<file path="src/rtl/alu_defs.sv">
// ALU function codes and helpers. This file is shared by the ALU and the
// ID/EX operand stage.
package alu_defs;

    localparam int SHAMT_W    = 5;
    localparam int ALU_CTRL_W = 6;

    typedef enum logic [ALU_CTRL_W-1:0] {
        ALU_SLL = 6'b000000,
        ALU_SRL = 6'b000010,
        ALU_SRA = 6'b000011,
        ALU_ADD = 6'b100000,
        ALU_SUB = 6'b100010,
        ALU_AND = 6'b100100,
        ALU_OR  = 6'b100101,
        ALU_XOR = 6'b100110,
        ALU_NOR = 6'b100111,
        ALU_SLT = 6'b101010
    } alu_op_e;

    // Shift operations shift rt by shamt, so they swap the operand routing.
    function automatic logic is_shift(input logic [ALU_CTRL_W-1:0] code);
        return (code == ALU_SLL) || (code == ALU_SRL) || (code == ALU_SRA);
    endfunction

endpackage

</file>
<file path="src/rtl/ex_operand_stage_fwd_unit.sv">
// Forwarding for one source register: EX/MEM first, then MEM/WB, then the
// value read from the register file. Register 0 is never forwarded.
module fwd_unit #(
    parameter int WIDTH = 32,
    parameter int RA    = 5
) (
    input  logic [RA-1:0]    i_reg,
    input  logic [WIDTH-1:0] i_data,
    input  logic             i_exmem_reg_write,
    input  logic [RA-1:0]    i_exmem_rd,
    input  logic [WIDTH-1:0] i_exmem_result,
    input  logic             i_memwb_reg_write,
    input  logic [RA-1:0]    i_memwb_rd,
    input  logic [WIDTH-1:0] i_memwb_result,
    output logic [WIDTH-1:0] o_data
);

    logic w_hit_exmem;
    logic w_hit_memwb;

    assign w_hit_exmem = i_exmem_reg_write && (i_exmem_rd != '0) && (i_exmem_rd == i_reg);
    assign w_hit_memwb = i_memwb_reg_write && (i_memwb_rd != '0) && (i_memwb_rd == i_reg);

    // The youngest producer (EX/MEM) wins over the older one (MEM/WB).
    always_comb begin
        if (w_hit_exmem) begin
            o_data = i_exmem_result;
        end else if (w_hit_memwb) begin
            o_data = i_memwb_result;
        end else begin
            o_data = i_data;
        end
    end

endmodule

</file>
<file path="src/rtl/mux.sv">
// Generic two-input multiplexer used for operand selection.
module mux #(
    parameter int WIDTH = 32
) (
    input  logic             i_sel,
    input  logic [WIDTH-1:0] i_d0,
    input  logic [WIDTH-1:0] i_d1,
    output logic [WIDTH-1:0] o_y
);

    // Select d1 when i_sel is high, otherwise d0.
    always_comb begin
        o_y = i_sel ? i_d1 : i_d0;
    end

endmodule

</file>
<file path="src/rtl/ex_operand_stage.sv">
// ID/EX pipeline register with forwarding, ALU operand build and load-use
// hazard detection. A hazard inserts a single bubble by itself.
module ex_operand_stage
    import alu_defs::*;
#(
    parameter int WIDTH = 32,
    parameter int RA    = 5
) (
    input  logic             clk,
    input  logic             rst,
    input  logic             id_valid,
    input  logic [WIDTH-1:0] id_rs_data,
    input  logic [WIDTH-1:0] id_rt_data,
    input  logic [WIDTH-1:0] id_imm,
    input  logic [4:0]       id_shamt,
    input  logic [RA-1:0]    id_rs,
    input  logic [RA-1:0]    id_rt,
    input  logic [RA-1:0]    id_rd,
    input  logic [5:0]       id_alu_control,
    input  logic             id_alu_src,
    input  logic             id_reg_write,
    input  logic             id_mem_read,
    input  logic             id_mem_write,
    input  logic             id_mem_to_reg,
    input  logic             stall,
    input  logic             flush,
    input  logic             exmem_reg_write,
    input  logic [RA-1:0]    exmem_rd,
    input  logic [WIDTH-1:0] exmem_result,
    input  logic             memwb_reg_write,
    input  logic [RA-1:0]    memwb_rd,
    input  logic [WIDTH-1:0] memwb_result,
    output logic             ex_valid,
    output logic [WIDTH-1:0] ex_a,
    output logic [WIDTH-1:0] ex_b,
    output logic [5:0]       ex_alu_control,
    output logic [WIDTH-1:0] ex_store_data,
    output logic [RA-1:0]    ex_rd,
    output logic             ex_reg_write,
    output logic             ex_mem_read,
    output logic             ex_mem_write,
    output logic             ex_mem_to_reg,
    output logic             load_use_stall
);

    // Registered instruction fields
    logic             r_valid;
    logic [WIDTH-1:0] r_rs_data;
    logic [WIDTH-1:0] r_rt_data;
    logic [WIDTH-1:0] r_imm;
    logic [4:0]       r_shamt;
    logic [RA-1:0]    r_rs;
    logic [RA-1:0]    r_rt;
    logic [RA-1:0]    r_rd;
    logic [5:0]       r_alu_control;
    logic             r_alu_src;
    logic             r_reg_write;
    logic             r_mem_read;
    logic             r_mem_write;
    logic             r_mem_to_reg;

    logic             w_load_use;
    logic             w_bubble;
    logic             w_load;
    logic [WIDTH-1:0] w_fwd_rs;
    logic [WIDTH-1:0] w_fwd_rt;
    logic [WIDTH-1:0] w_b_reg_imm;
    logic [WIDTH-1:0] w_shamt_ext;
    logic             w_is_shift;

    // A load in EX whose target is read by the instruction in ID cannot be
    // forwarded in time; the rt compare is conservative (stores, immediates).
    assign w_load_use = r_valid && r_mem_read && (r_rd != '0) && id_valid &&
                        ((r_rd == id_rs) || (r_rd == id_rt));

    // Flush beats stall; stall beats the hazard bubble; an empty ID slot
    // becomes a bubble as well.
    assign w_bubble = rst || flush || (!stall && (w_load_use || !id_valid));
    assign w_load   = !w_bubble && !stall;

    // Pipeline register: bubble clears every field, stall holds them all.
    always_ff @(posedge clk) begin
        if (w_bubble) begin
            r_valid       <= 1'b0;
            r_rs_data     <= '0;
            r_rt_data     <= '0;
            r_imm         <= '0;
            r_shamt       <= '0;
            r_rs          <= '0;
            r_rt          <= '0;
            r_rd          <= '0;
            r_alu_control <= '0;
            r_alu_src     <= 1'b0;
            r_reg_write   <= 1'b0;
            r_mem_read    <= 1'b0;
            r_mem_write   <= 1'b0;
            r_mem_to_reg  <= 1'b0;
        end else if (w_load) begin
            r_valid       <= 1'b1;
            r_rs_data     <= id_rs_data;
            r_rt_data     <= id_rt_data;
            r_imm         <= id_imm;
            r_shamt       <= id_shamt;
            r_rs          <= id_rs;
            r_rt          <= id_rt;
            r_rd          <= id_rd;
            r_alu_control <= id_alu_control;
            r_alu_src     <= id_alu_src;
            r_reg_write   <= id_reg_write;
            r_mem_read    <= id_mem_read;
            r_mem_write   <= id_mem_write;
            r_mem_to_reg  <= id_mem_to_reg;
        end
    end

    fwd_unit #(.WIDTH(WIDTH), .RA(RA)) u_fwd_rs (
        .i_reg             (r_rs),
        .i_data            (r_rs_data),
        .i_exmem_reg_write (exmem_reg_write),
        .i_exmem_rd        (exmem_rd),
        .i_exmem_result    (exmem_result),
        .i_memwb_reg_write (memwb_reg_write),
        .i_memwb_rd        (memwb_rd),
        .i_memwb_result    (memwb_result),
        .o_data            (w_fwd_rs)
    );

    fwd_unit #(.WIDTH(WIDTH), .RA(RA)) u_fwd_rt (
        .i_reg             (r_rt),
        .i_data            (r_rt_data),
        .i_exmem_reg_write (exmem_reg_write),
        .i_exmem_rd        (exmem_rd),
        .i_exmem_result    (exmem_result),
        .i_memwb_reg_write (memwb_reg_write),
        .i_memwb_rd        (memwb_rd),
        .i_memwb_result    (memwb_result),
        .o_data            (w_fwd_rt)
    );

    assign w_is_shift  = is_shift(r_alu_control);
    assign w_shamt_ext = {{(WIDTH-SHAMT_W){1'b0}}, r_shamt};

    // Shifts operate on rt; everything else takes rs as the first operand.
    mux #(.WIDTH(WIDTH)) u_mux_a (
        .i_sel (w_is_shift),
        .i_d0  (w_fwd_rs),
        .i_d1  (w_fwd_rt),
        .o_y   (ex_a)
    );

    mux #(.WIDTH(WIDTH)) u_mux_alu_src (
        .i_sel (r_alu_src),
        .i_d0  (w_fwd_rt),
        .i_d1  (r_imm),
        .o_y   (w_b_reg_imm)
    );

    mux #(.WIDTH(WIDTH)) u_mux_b (
        .i_sel (w_is_shift),
        .i_d0  (w_b_reg_imm),
        .i_d1  (w_shamt_ext),
        .o_y   (ex_b)
    );

    assign ex_valid       = r_valid;
    assign ex_alu_control = r_alu_control;
    assign ex_store_data  = w_fwd_rt;
    assign ex_rd          = r_rd;
    assign ex_reg_write   = r_reg_write;
    assign ex_mem_read    = r_mem_read;
    assign ex_mem_write   = r_mem_write;
    assign ex_mem_to_reg  = r_mem_to_reg;
    assign load_use_stall = w_load_use;

endmodule

</file>
<file path="config.mk">
export PLATFORM = sky130hd
export DESIGN_NAME = ex_operand_stage
export DESIGN_NICKNAME = d
export VERILOG_FILES = /design/src/rtl/alu_defs.sv /design/src/rtl/ex_operand_stage_fwd_unit.sv /design/src/rtl/mux.sv /design/src/rtl/ex_operand_stage.sv
export SDC_FILE = /design/constraint.sdc
export NUM_CORES = 1
export LEC_CHECK = 0
export ABC_CLOCK_PERIOD_IN_PS = 4800
export CAP_MARGIN = 20
export CORE_ASPECT_RATIO = 1.25
export CORE_UTILIZATION = 50
export CTS_CLUSTER_SIZE = 40
export DETAILED_ROUTE_END_ITERATION = 16
export MAX_ROUTING_LAYER = met4
export PLACE_DENSITY = 0.84
export SETUP_SLACK_MARGIN = 0.4
export SLEW_MARGIN = 20
export SYNTH_ARGS = -nofsm -noshare
export SYNTH_HDL_FRONTEND = slang
export SYNTH_HIERARCHICAL = 1
export SYNTH_SLANG_ARGS = --single-unit
</file>
<file path="constraint.sdc">
create_clock -name clk -period 4.8 [get_ports clk]
set_input_delay 0.96 -clock clk [delete_from_list [all_inputs] [get_ports clk]]
set_output_delay 0.96 -clock clk [all_outputs]
set_load 0.05 [all_outputs]
</file>
==> results of run 1 <==
[per-layer routing]
| layer | part of all wire | track usage | up-vias | wire [um] |
|---|---|---|---|---|
| met2 | 0.48 | 0.599 | 787 | 17400 |
| met4 | 0.057 | 0.192 | 0 | 2070 |
| met1 | 0.37 | 0.442 | 4676 | 13400 |
| met5 | 0 | - | - | 0 |
| li1 | - | - | 4350 | - |
| met3 | 0.10 | 0.0770 | 192 | 3680 |
[cell type report]
cell class | instances | area share
Timing Repair Buffer | 378 | 0.262
Sequential cell | 128 | 0.193
Clock inverter | 13 | 0.00667
Antenna cell | 3 | 0.000564
Inverter | 1 | 0.000282
Clock buffer | 19 | 0.0340
Tap cell | 228 | 0.0214
Multi-Input combinational cell | 711 | 0.482
[worst max-delay path by stage]
stage / to / from
floorplan: ex_b[10] / memwb_rd[0]
global placement: ex_b[12] / memwb_rd[0]
detailed placement: ex_b[27] / memwb_rd[0]
CTS: ex_b[28] / exmem_rd[1]
global route: ex_a[16] / memwb_rd[4]
finish: ex_b[17] / memwb_rd[2]
[stage by stage]
step	cell area, um2	utilization	cells	hold slack (ps)
6_report	13300	0.730	1481	543
2_1_floorplan	9470	-	971	514
3_3_place_gp	12500	0.683	1435	525
5_1_grt	13300	0.730	1481	558
4_1_cts	13100	0.718	1473	543
3_5_place_dp	12500	0.683	1435	533
[cells in the mapped netlist, types with 3 or more instances]
| cell | number | share of area |
|---|---|---|
| sky130_fd_sc_hd__buf_6 | 12 | 0.014 |
| sky130_fd_sc_hd__o31ai_1 | 64 | 0.051 |
| sky130_fd_sc_hd__a211oi_2 | 30 | 0.040 |
| sky130_fd_sc_hd__clkbuf_1 | 87 | 0.035 |
| sky130_fd_sc_hd__buf_4 | 3 | 0.0024 |
| sky130_fd_sc_hd__mux2i_1 | 127 | 0.14 |
| sky130_fd_sc_hd__dfxtp_1 | 128 | 0.27 |
| sky130_fd_sc_hd__nand3_1 | 6 | 0.0032 |
| sky130_fd_sc_hd__a211oi_1 | 97 | 0.078 |
| sky130_fd_sc_hd__xnor2_1 | 26 | 0.024 |
| sky130_fd_sc_hd__nor4_1 | 66 | 0.044 |
| sky130_fd_sc_hd__a31oi_1 | 64 | 0.043 |
| sky130_fd_sc_hd__buf_2 | 13 | 0.0069 |
| sky130_fd_sc_hd__nand2_1 | 9 | 0.0036 |
| sky130_fd_sc_hd__mux2_4 | 90 | 0.14 |
| sky130_fd_sc_hd__mux2_2 | 6 | 0.0072 |
| sky130_fd_sc_hd__buf_1 | 10 | 0.0040 |
| sky130_fd_sc_hd__buf_12 | 9 | 0.019 |
| sky130_fd_sc_hd__nand4_1 | 64 | 0.043 |
| sky130_fd_sc_hd__and2_1 | 4 | 0.0027 |
[tightest hold or removal path, delay by kind of cell, from the launching register on]
family / cells / cell delay (ps)
muxes: 1 / 130
DFF: 1 / 310
AOI/OAI and AO/OA: 1 / 60
[logic make-up (layout without fill, tap and decap cells)]
| kind of cell | Yosys count | in the layout | share of synthesized area |
|---|---|---|---|
| multiplexers | 223 | 223 | 0.287 |
| AO/OA/AOI/OAI | 268 | 271 | 0.225 |
| XOR/XNOR | 26 | 26 | 0.0243 |
| other | 1 | 30 | 0.000401 |
| AND/OR/NAND/NOR | 164 | 164 | 0.107 |
| flip-flops | 128 | 128 | 0.274 |
| buffers and inverters | 135 | 411 | 0.0823 |
[where the power goes]
part	internal [mW]	total [mW]	switching [mW]
clock	0.685	1.20	0.519
sequential	1.10	1.12	0.0266
combinational	0.482	1.18	0.702
[timing repair]
item | CTS | global route
cloned | 2 | 1
setup endpoints to repair | 65 | 49
pin swaps | 3 | 3
hold endpoints to repair | 0 | 0
setup buffers | 4 | 4
resized for setup | 10 | 30
hold buffers | 0 | 0
==> flow_results.org, run 1 <==
** Status
- Run status :: finished, final reports clean

** Min path
- Startpoint of the tightest hold check path :: r_shamt[1]$_SDFFE_PP0P_
- In this run the worst hold path is classified as register to register.
- Hold Path Cell Cnt :: 2
- Worst Hold Path EP :: r_shamt[1]$_SDFFE_PP0P_

** Pwr
- The worst-case IR drop observed on VDD is 0.000221 V.
- Total chip power :: 3.51 mW
- The analysis attributes to cell leakage a power of 5.13 nW.
- Power per cell area :: 264 mW/mm2

** Drt
- The final layout contains routed wiring with a total length of 36600 um.
- Across all layers, the routed design uses 10000 vias.
- Number of remaining DRC errors :: 0
- For this block, the initial DRC count from the detailed router was 1352.
- Before antenna repair, the detailed router went through 7 iterations.
- The count of nets left with antenna violations once routing finished came out at 0.
- Vias per Instance :: 6.76
- After detailed routing, the average wire length per cell comes to 24.7 um.

** Floorplan
- Initial Utilization :: 0.513
- Measured along the y axis, the die boundary spans 155 um.
- Floorplan die area :: 0.0193 mm2
- 321 I/O pins were placed.
- Floorplan core area :: 0.0182 mm2
- Number of rows in the core area :: 55
- Overall die width :: 124 um

** Global route
- Global-route wire length before repair :: 54900 um
- The initial antenna violation count was 3.
- Summed over all layers, the global routing overflow is 0.
- Entering global routing, the biggest net connects 82 pins.
- Vias in the first global route :: 9531
- In the global route stage, overall resource usage came out at 0.373.

** Critical path
- Together, buffers and inverters on the worst path number 3.
- Slack of the worst reg-to-reg path :: 2490 ps
- For the worst flop-to-flop path, the logic depth is 5.
- The signal on the critical path passes through clkdlybuf4s50_1 > xnor2_1 > nand3_2 > buf_4 > o31ai_1 > a31oi_1 > mux2_4 > mux2_4 > buf_4.
- STA classifies the critical path endpoint as a primary output.
- In this run the critical register-to-register path is launched from ex_rd[0]$_SDFFE_PP0P_.
- Data on the critical path arrives at its endpoint at 3460 ps.
- In this design, the stage delay of the slowest critical-path cell is 450 ps.
- Top Family by Delay on Critical Path :: buffers and inverters
- STA classifies the critical path startpoint as an input port.
- The largest individual stage delay along the critical path comes from the cell sky130_fd_sc_hd__clkdlybuf4s50_1.
- Worst Path Max Fanout :: 32
- For the worst setup path, the data required time is 3840 ps.
- In this run the critical register-to-register path is captured at r_rs_data[23]$_SDFFE_PP0P_.
- Critical Path Stages :: 9
- Critical path start-end classification :: input port to primary output

** Place
- Last weighted congestion value of the routability-driven placer :: 0.884
- Input and output buffers added on the ports amount to 320.
- Pre-CTS worst setup slack :: 111 ps
- Detailed-placement wirelength estimate :: 23000 um

** Logic synthesis
- For this run, the register share of the synthesized area comes to 0.274.
- Gate count after technology mapping :: 945
- Async set-reset flop share out of synthesis :: 0
- The synthesized design contains 0 enable-type register cells.
- Yosys printed 6 warnings.
- Unique masters post-synth :: 40
- In this run the cell area of the synthesized design comes to 0.00936 mm2.
- The synthesized design contains 128 register bits.
- Flip-flop cell with the highest count after synthesis :: sky130_fd_sc_hd__dfxtp_1
- A synthesized cell averages 9.91 um2.

** Layout
- The largest registers in the layout are r_imm x32, r_rs_data x32, r_rt_data x32.
- Compared with the post-synthesis result, the final layout area differs by 42.2%.
- Registers take 0.00256 mm2.
- Fraction of final layout cells sized beyond drive strength 1 :: 0.286
- Combined area of the multi-input logic cells :: 0.00642 mm2
- The library cell used most frequently in the layout, excluding fill and tap cells, is sky130_fd_sc_hd__clkdlybuf4s50_1.
- The top cell types in the final layout, fill and taps aside, are sky130_fd_sc_hd__clkdlybuf4s50_1 (218), sky130_fd_sc_hd__buf_4 (146), sky130_fd_sc_hd__mux2i_1 (127), sky130_fd_sc_hd__dfxtp_1 (127), sky130_fd_sc_hd__a211oi_1 (97).
- The filler cells instantiated in the layout total 1335.
- At the end of the flow, the number of nets in the layout was 1445.

** Timing
- Count of final setup violators :: 0
- At the pin with the least slew margin, the transition time is 1010 ps.
- Setup repair after global routing could not meet its margin everywhere.
- Sum of negative setup slack :: 0 ps
- Between clock sinks in the finished design, the worst skew comes to 7.52 ps.
- Based on the critical path, the design can be clocked at up to 226 MHz.
- Final worst slack :: 382 ps
- The final number of max-transition violations came to 0.
- In the finished design, the share of the clock period the worst path needs comes to 0.920.
- Worst slew margin relative to its limit :: 0.326
- The clock period could shrink to 4420 ps.
- Number of hold violations in the final report :: 0

** CTS
- The clock reaches the later pin of the worst-skew pair after 420 ps.
- Clock tree from TritonCTS :: yes
- Clock root buffer :: sky130_fd_sc_hd__clkbuf_16
- Max Root-Sink Buffers :: 2
- After clock tree synthesis, the clock-pin slew on the worst setup and hold paths is 60 ps.
- Maximum level of the CTS H-tree :: 4
- The clock net in this run drives a total of 128 sinks.
- Clock tree synthesis inserted a total of 17 buffers.

** Flow run
- Number of max-cap violations :: 0
Power figures use the tool's default switching activity.
==> run 2: changes to the inputs <==
Settings changed: CTS_BUF_LIST from default to sky130_fd_sc_hd__clkbuf_16, REMOVE_ABC_BUFFERS from default to 1, SETUP_SLACK_MARGIN 0.4 to 0.5.
==> flow_results.org, run 2 (synthesized netlist as in run 1, its figures left out) <==
** Timing
- Setup repair after global routing missed its margin: true (unchanged).
- The portion of the clock cycle consumed by the worst path in the final layout came to 0.905 (was 0.920).
- Worst-margin pin slew :: 1010 ps (about the same)
- The final-report setup violation count is 0 (unchanged).
- Number of hold violations in the final report :: 0 (unchanged)
- Setup clock skew after layout :: 8.31 ps (was 7.52 ps)
- Worst slew margin relative to its limit :: 0.326 (about the same)
- Sum of negative setup slack :: 0 ps (unchanged)
- The final number of max-transition violations came to 0 (unchanged).
- The maximum frequency from static timing analysis was 230 MHz (was 226 MHz).
- Fin crit period :: 4350 ps (was 4420 ps)

** Critical path
- The internal reg-to-reg setup slack is 2520 ps (was 2490 ps).
- The beginning of the worst register-to-register path is ex_rd[0]$_SDFFE_PP0P_ (unchanged).
- FF-to-FF path depth :: 5 (unchanged)
- The category of the critical setup timing path is input port to primary output (unchanged).
- FF-to-FF End :: r_imm[1]$_SDFFE_PP0P_ (was r_rs_data[23]$_SDFFE_PP0P_)
- Required @ worst endpoint :: 3840 ps (about the same)
- Worst Path Max Fanout :: 19 (was 32)
- CP dominant cell by count :: sky130_fd_sc_hd__buf_4
- The highest-delay cell along the critical path is sky130_fd_sc_hd__nor4_4 (was sky130_fd_sc_hd__clkdlybuf4s50_1).
- The logic depth of the worst path, buffers included is 8 (was 9).
- The origin of the worst setup path is memwb_rd[1] (was memwb_rd[2]).
- The kind of cell adding the most delay to the critical path is buffers and inverters (unchanged).
- The capturing element type of the critical path was a primary output (unchanged).
- The worst setup path endpoint is ex_a[15] (was ex_b[17]).
- The number of buffer and inverter stages on the critical path was 3 (unchanged).
- Type of element launching the critical path :: input port (unchanged)
- Cells along the critical path: dlygate4sd2_1 > nor4_4 > o21a_2 > buf_4 > o31ai_1 > a31oi_1 > mux2_4 > buf_4 (was clkdlybuf4s50_1 > xnor2_1 > nand3_2 > buf_4 > o31ai_1 > a31oi_1 > mux2_4 > mux2_4 > buf_4).
- The stage delay of the slowest cell on the critical path came to 630 ps (was 450 ps).
- Arrival time at the worst endpoint :: 3390 ps (was 3460 ps)

** Floorplan
- Floorplan die area :: 0.0193 mm2 (unchanged)
- Number of rows in the core area :: 55 (unchanged)
- Vertical die dimension :: 155 um (unchanged)
- Floorplan core area :: 0.0182 mm2 (unchanged)
- Overall die width :: 124 um (unchanged)
- Initial Utilization :: 0.513 (unchanged)
- The number of top-level pins came to 321 (unchanged).

** Place
- Detailed-placement wirelength estimate :: 22700 um (was 23000 um)
- The quantity of I/O buffers inserted on ports came to 320 (unchanged).
- The final weighted congestion in routability-driven placement came to 0.844 (was 0.884).
- The number of cells after detailed placement was 1422 (was 1435).

** Flow run
- Number of max-cap violations :: 0 (unchanged)

** Layout
- Top library cells by usage in the layout, fill and taps aside :: sky130_fd_sc_hd__clkdlybuf4s50_1 (215), sky130_fd_sc_hd__buf_4 (130), sky130_fd_sc_hd__mux2i_1 (127), sky130_fd_sc_hd__dfxtp_1 (127), sky130_fd_sc_hd__a211oi_1 (97) (was sky130_fd_sc_hd__clkdlybuf4s50_1 (218), sky130_fd_sc_hd__buf_4 (146), sky130_fd_sc_hd__mux2i_1 (127), sky130_fd_sc_hd__dfxtp_1 (127), sky130_fd_sc_hd__a211oi_1 (97))
- The fill cell total of the finished layout came to 1226 (was 1335).
- Layout overhead on the synthesized area :: 48.8% (was 42.2%)
- The most common cell after layout, fill and taps aside is sky130_fd_sc_hd__clkdlybuf4s50_1 (unchanged).
- The number of nets in the finished design is 1439 (was 1445).
- The fraction of final layout cells sized beyond drive strength 1 came to 0.326 (was 0.286).
- Top Registers :: r_imm x32, r_rs_data x32, r_rt_data x32 (unchanged)
- Cell Count, Final, Fillers Out :: 1475 (was 1481)

** Drt
- Total Routed Length :: 38000 um (was 36600 um)
- The number of iterations in the first detailed-routing pass is 6 (was 7).
- Vias per Instance :: 6.95 (was 6.76)
- Number of remaining DRC errors :: 0 (unchanged)
- Total number of vias :: 10300 (was 10000)
- The number of DRC markers after the initial detailed-route iteration came to 1282 (was 1352).
- Antenna viol nets, final :: 0 (unchanged)
- Routed len/inst :: 25.8 um (was 24.7 um)

** CTS
- TritonCTS Buffers :: 17 (unchanged)
- The number of hold buffers added after cts is 0 (unchanged).
- The H-tree depth reported by CTS was 4 (unchanged).
- The clock insertion delay at the later pin of the skew report came to 420 ps (about the same).
- Clock transition at path regs :: 60 ps (about the same)
- Clock Sink Count :: 128 (unchanged)
- The root buffer cell was sky130_fd_sc_hd__clkbuf_16 (unchanged).
- Max Root-Sink Buffers :: 2 (unchanged)
- Clock tree from TritonCTS :: yes (unchanged)

** Pwr
- Total chip power :: 3.72 mW (was 3.51 mW)
- The static leakage came to 5.23 nW (was 5.13 nW).
- Power per cell area :: 267 mW/mm2 (was 264 mW/mm2)
- The highest ir drop seen on vdd was 0.000237 V (was 0.000221 V).

** Global route
- Aggregate global-route resource usage :: 0.378 (was 0.373)
- Initial antenna violation count :: 3 (unchanged)
- The maximum number of pins on one net before global-route repair is 67 (was 82).
- Vias in the first global route :: 10200 (was 9531)
- The wire length of the first global-routing pass is 56300 um (was 54900 um).
- Global-route congestion overflow total :: 0 (unchanged)

** Min path
- Type of the tightest min-delay check :: register to register (unchanged)

** Status
- Run status: finished, final reports clean (unchanged).
==> run 2: worst min-delay path by stage <==
stage | from | to | slack (ps) | depth (start not counted)
after global routing | r_rs_data[17]$_SDFFE_PP0P_ | r_rs_data[17]$_SDFFE_PP0P_ | 560 | 2
after global placement | r_shamt[0]$_SDFFE_PP0P_ | r_shamt[0]$_SDFFE_PP0P_ | 530 | 2
final | r_imm[16]$_SDFFE_PP0P_ | r_imm[16]$_SDFFE_PP0P_ | 540 | 2
after CTS | r_imm[2]$_SDFFE_PP0P_ | r_imm[2]$_SDFFE_PP0P_ | 540 | 2
after detailed placement | ex_reg_write$_SDFFE_PP0P_ | ex_reg_write$_SDFFE_PP0P_ | 530 | 2
after floorplan | r_imm[29]$_SDFFE_PP0P_ | r_imm[29]$_SDFFE_PP0P_ | 510 | 2
==> run 2: worst min-delay path, stage by stage (launching register included) <==
cell and delay, ps:
sky130_fd_sc_hd__dfxtp_1 310, sky130_fd_sc_hd__mux2i_1 120, sky130_fd_sc_hd__a211oi_1 60
==> run 2: through the flow <==
| step | hold WS, ps | worst slack (ps) | util | instance area, um2 |
|---|---|---|---|---|
| floorplan | 513 | -3030 | - | 8690 |
| global placement | 526 | 297 | 0.682 | 12400 |
| global route | 564 | 471 | 0.764 | 13900 |
| finish | 542 | 454 | 0.764 | 13900 |
| detailed placement | 534 | 202 | 0.682 | 12400 |
| CTS | 543 | 505 | 0.735 | 13400 |
==> run 2: routing by layer <==
layer,GRT usage,part of all wire,vias up
met5,-,0,-
met1,0.428,0.36,4803
li1,-,-,4356
met2,0.610,0.48,860
met4,0.216,0.060,0
met3,0.0922,0.097,237
==> run 2: timing repair <==
item	CTS	global route
resized for setup	61	65
hold endpoints to repair	0	0
gates cloned	2	2
pin swaps	20	7
endpoints found under the setup margin	67	42
setup buffers	7	7
==> run 2: cell type report <==
type / instances / area, um2 / share of cell area
Inverter: 1 / 3.75 / 0.000269
Sequential cell: 128 / 2560 / 0.184
Antenna cell: 3 / 7.51 / 0.000539
Timing Repair Buffer: 373 / 3570 / 0.256
Clock inverter: 15 / 181 / 0.0130
Clock buffer: 17 / 425 / 0.0305
Tap cell: 228 / 285 / 0.0205
Multi-Input combinational cell: 710 / 6900 / 0.495
==> run 2: report_power, final <==
| group | total (mW) | switching, mW | leakage (nW) | internal [mW] |
|---|---|---|---|---|
| clock | 1.36 | 0.537 | 0.294 | 0.822 |
| sequential | 1.13 | 0.0307 | 1.04 | 1.10 |
| combinational | 1.23 | 0.731 | 3.89 | 0.503 |
| total | 3.72 | 1.30 | 5.23 | 2.42 |
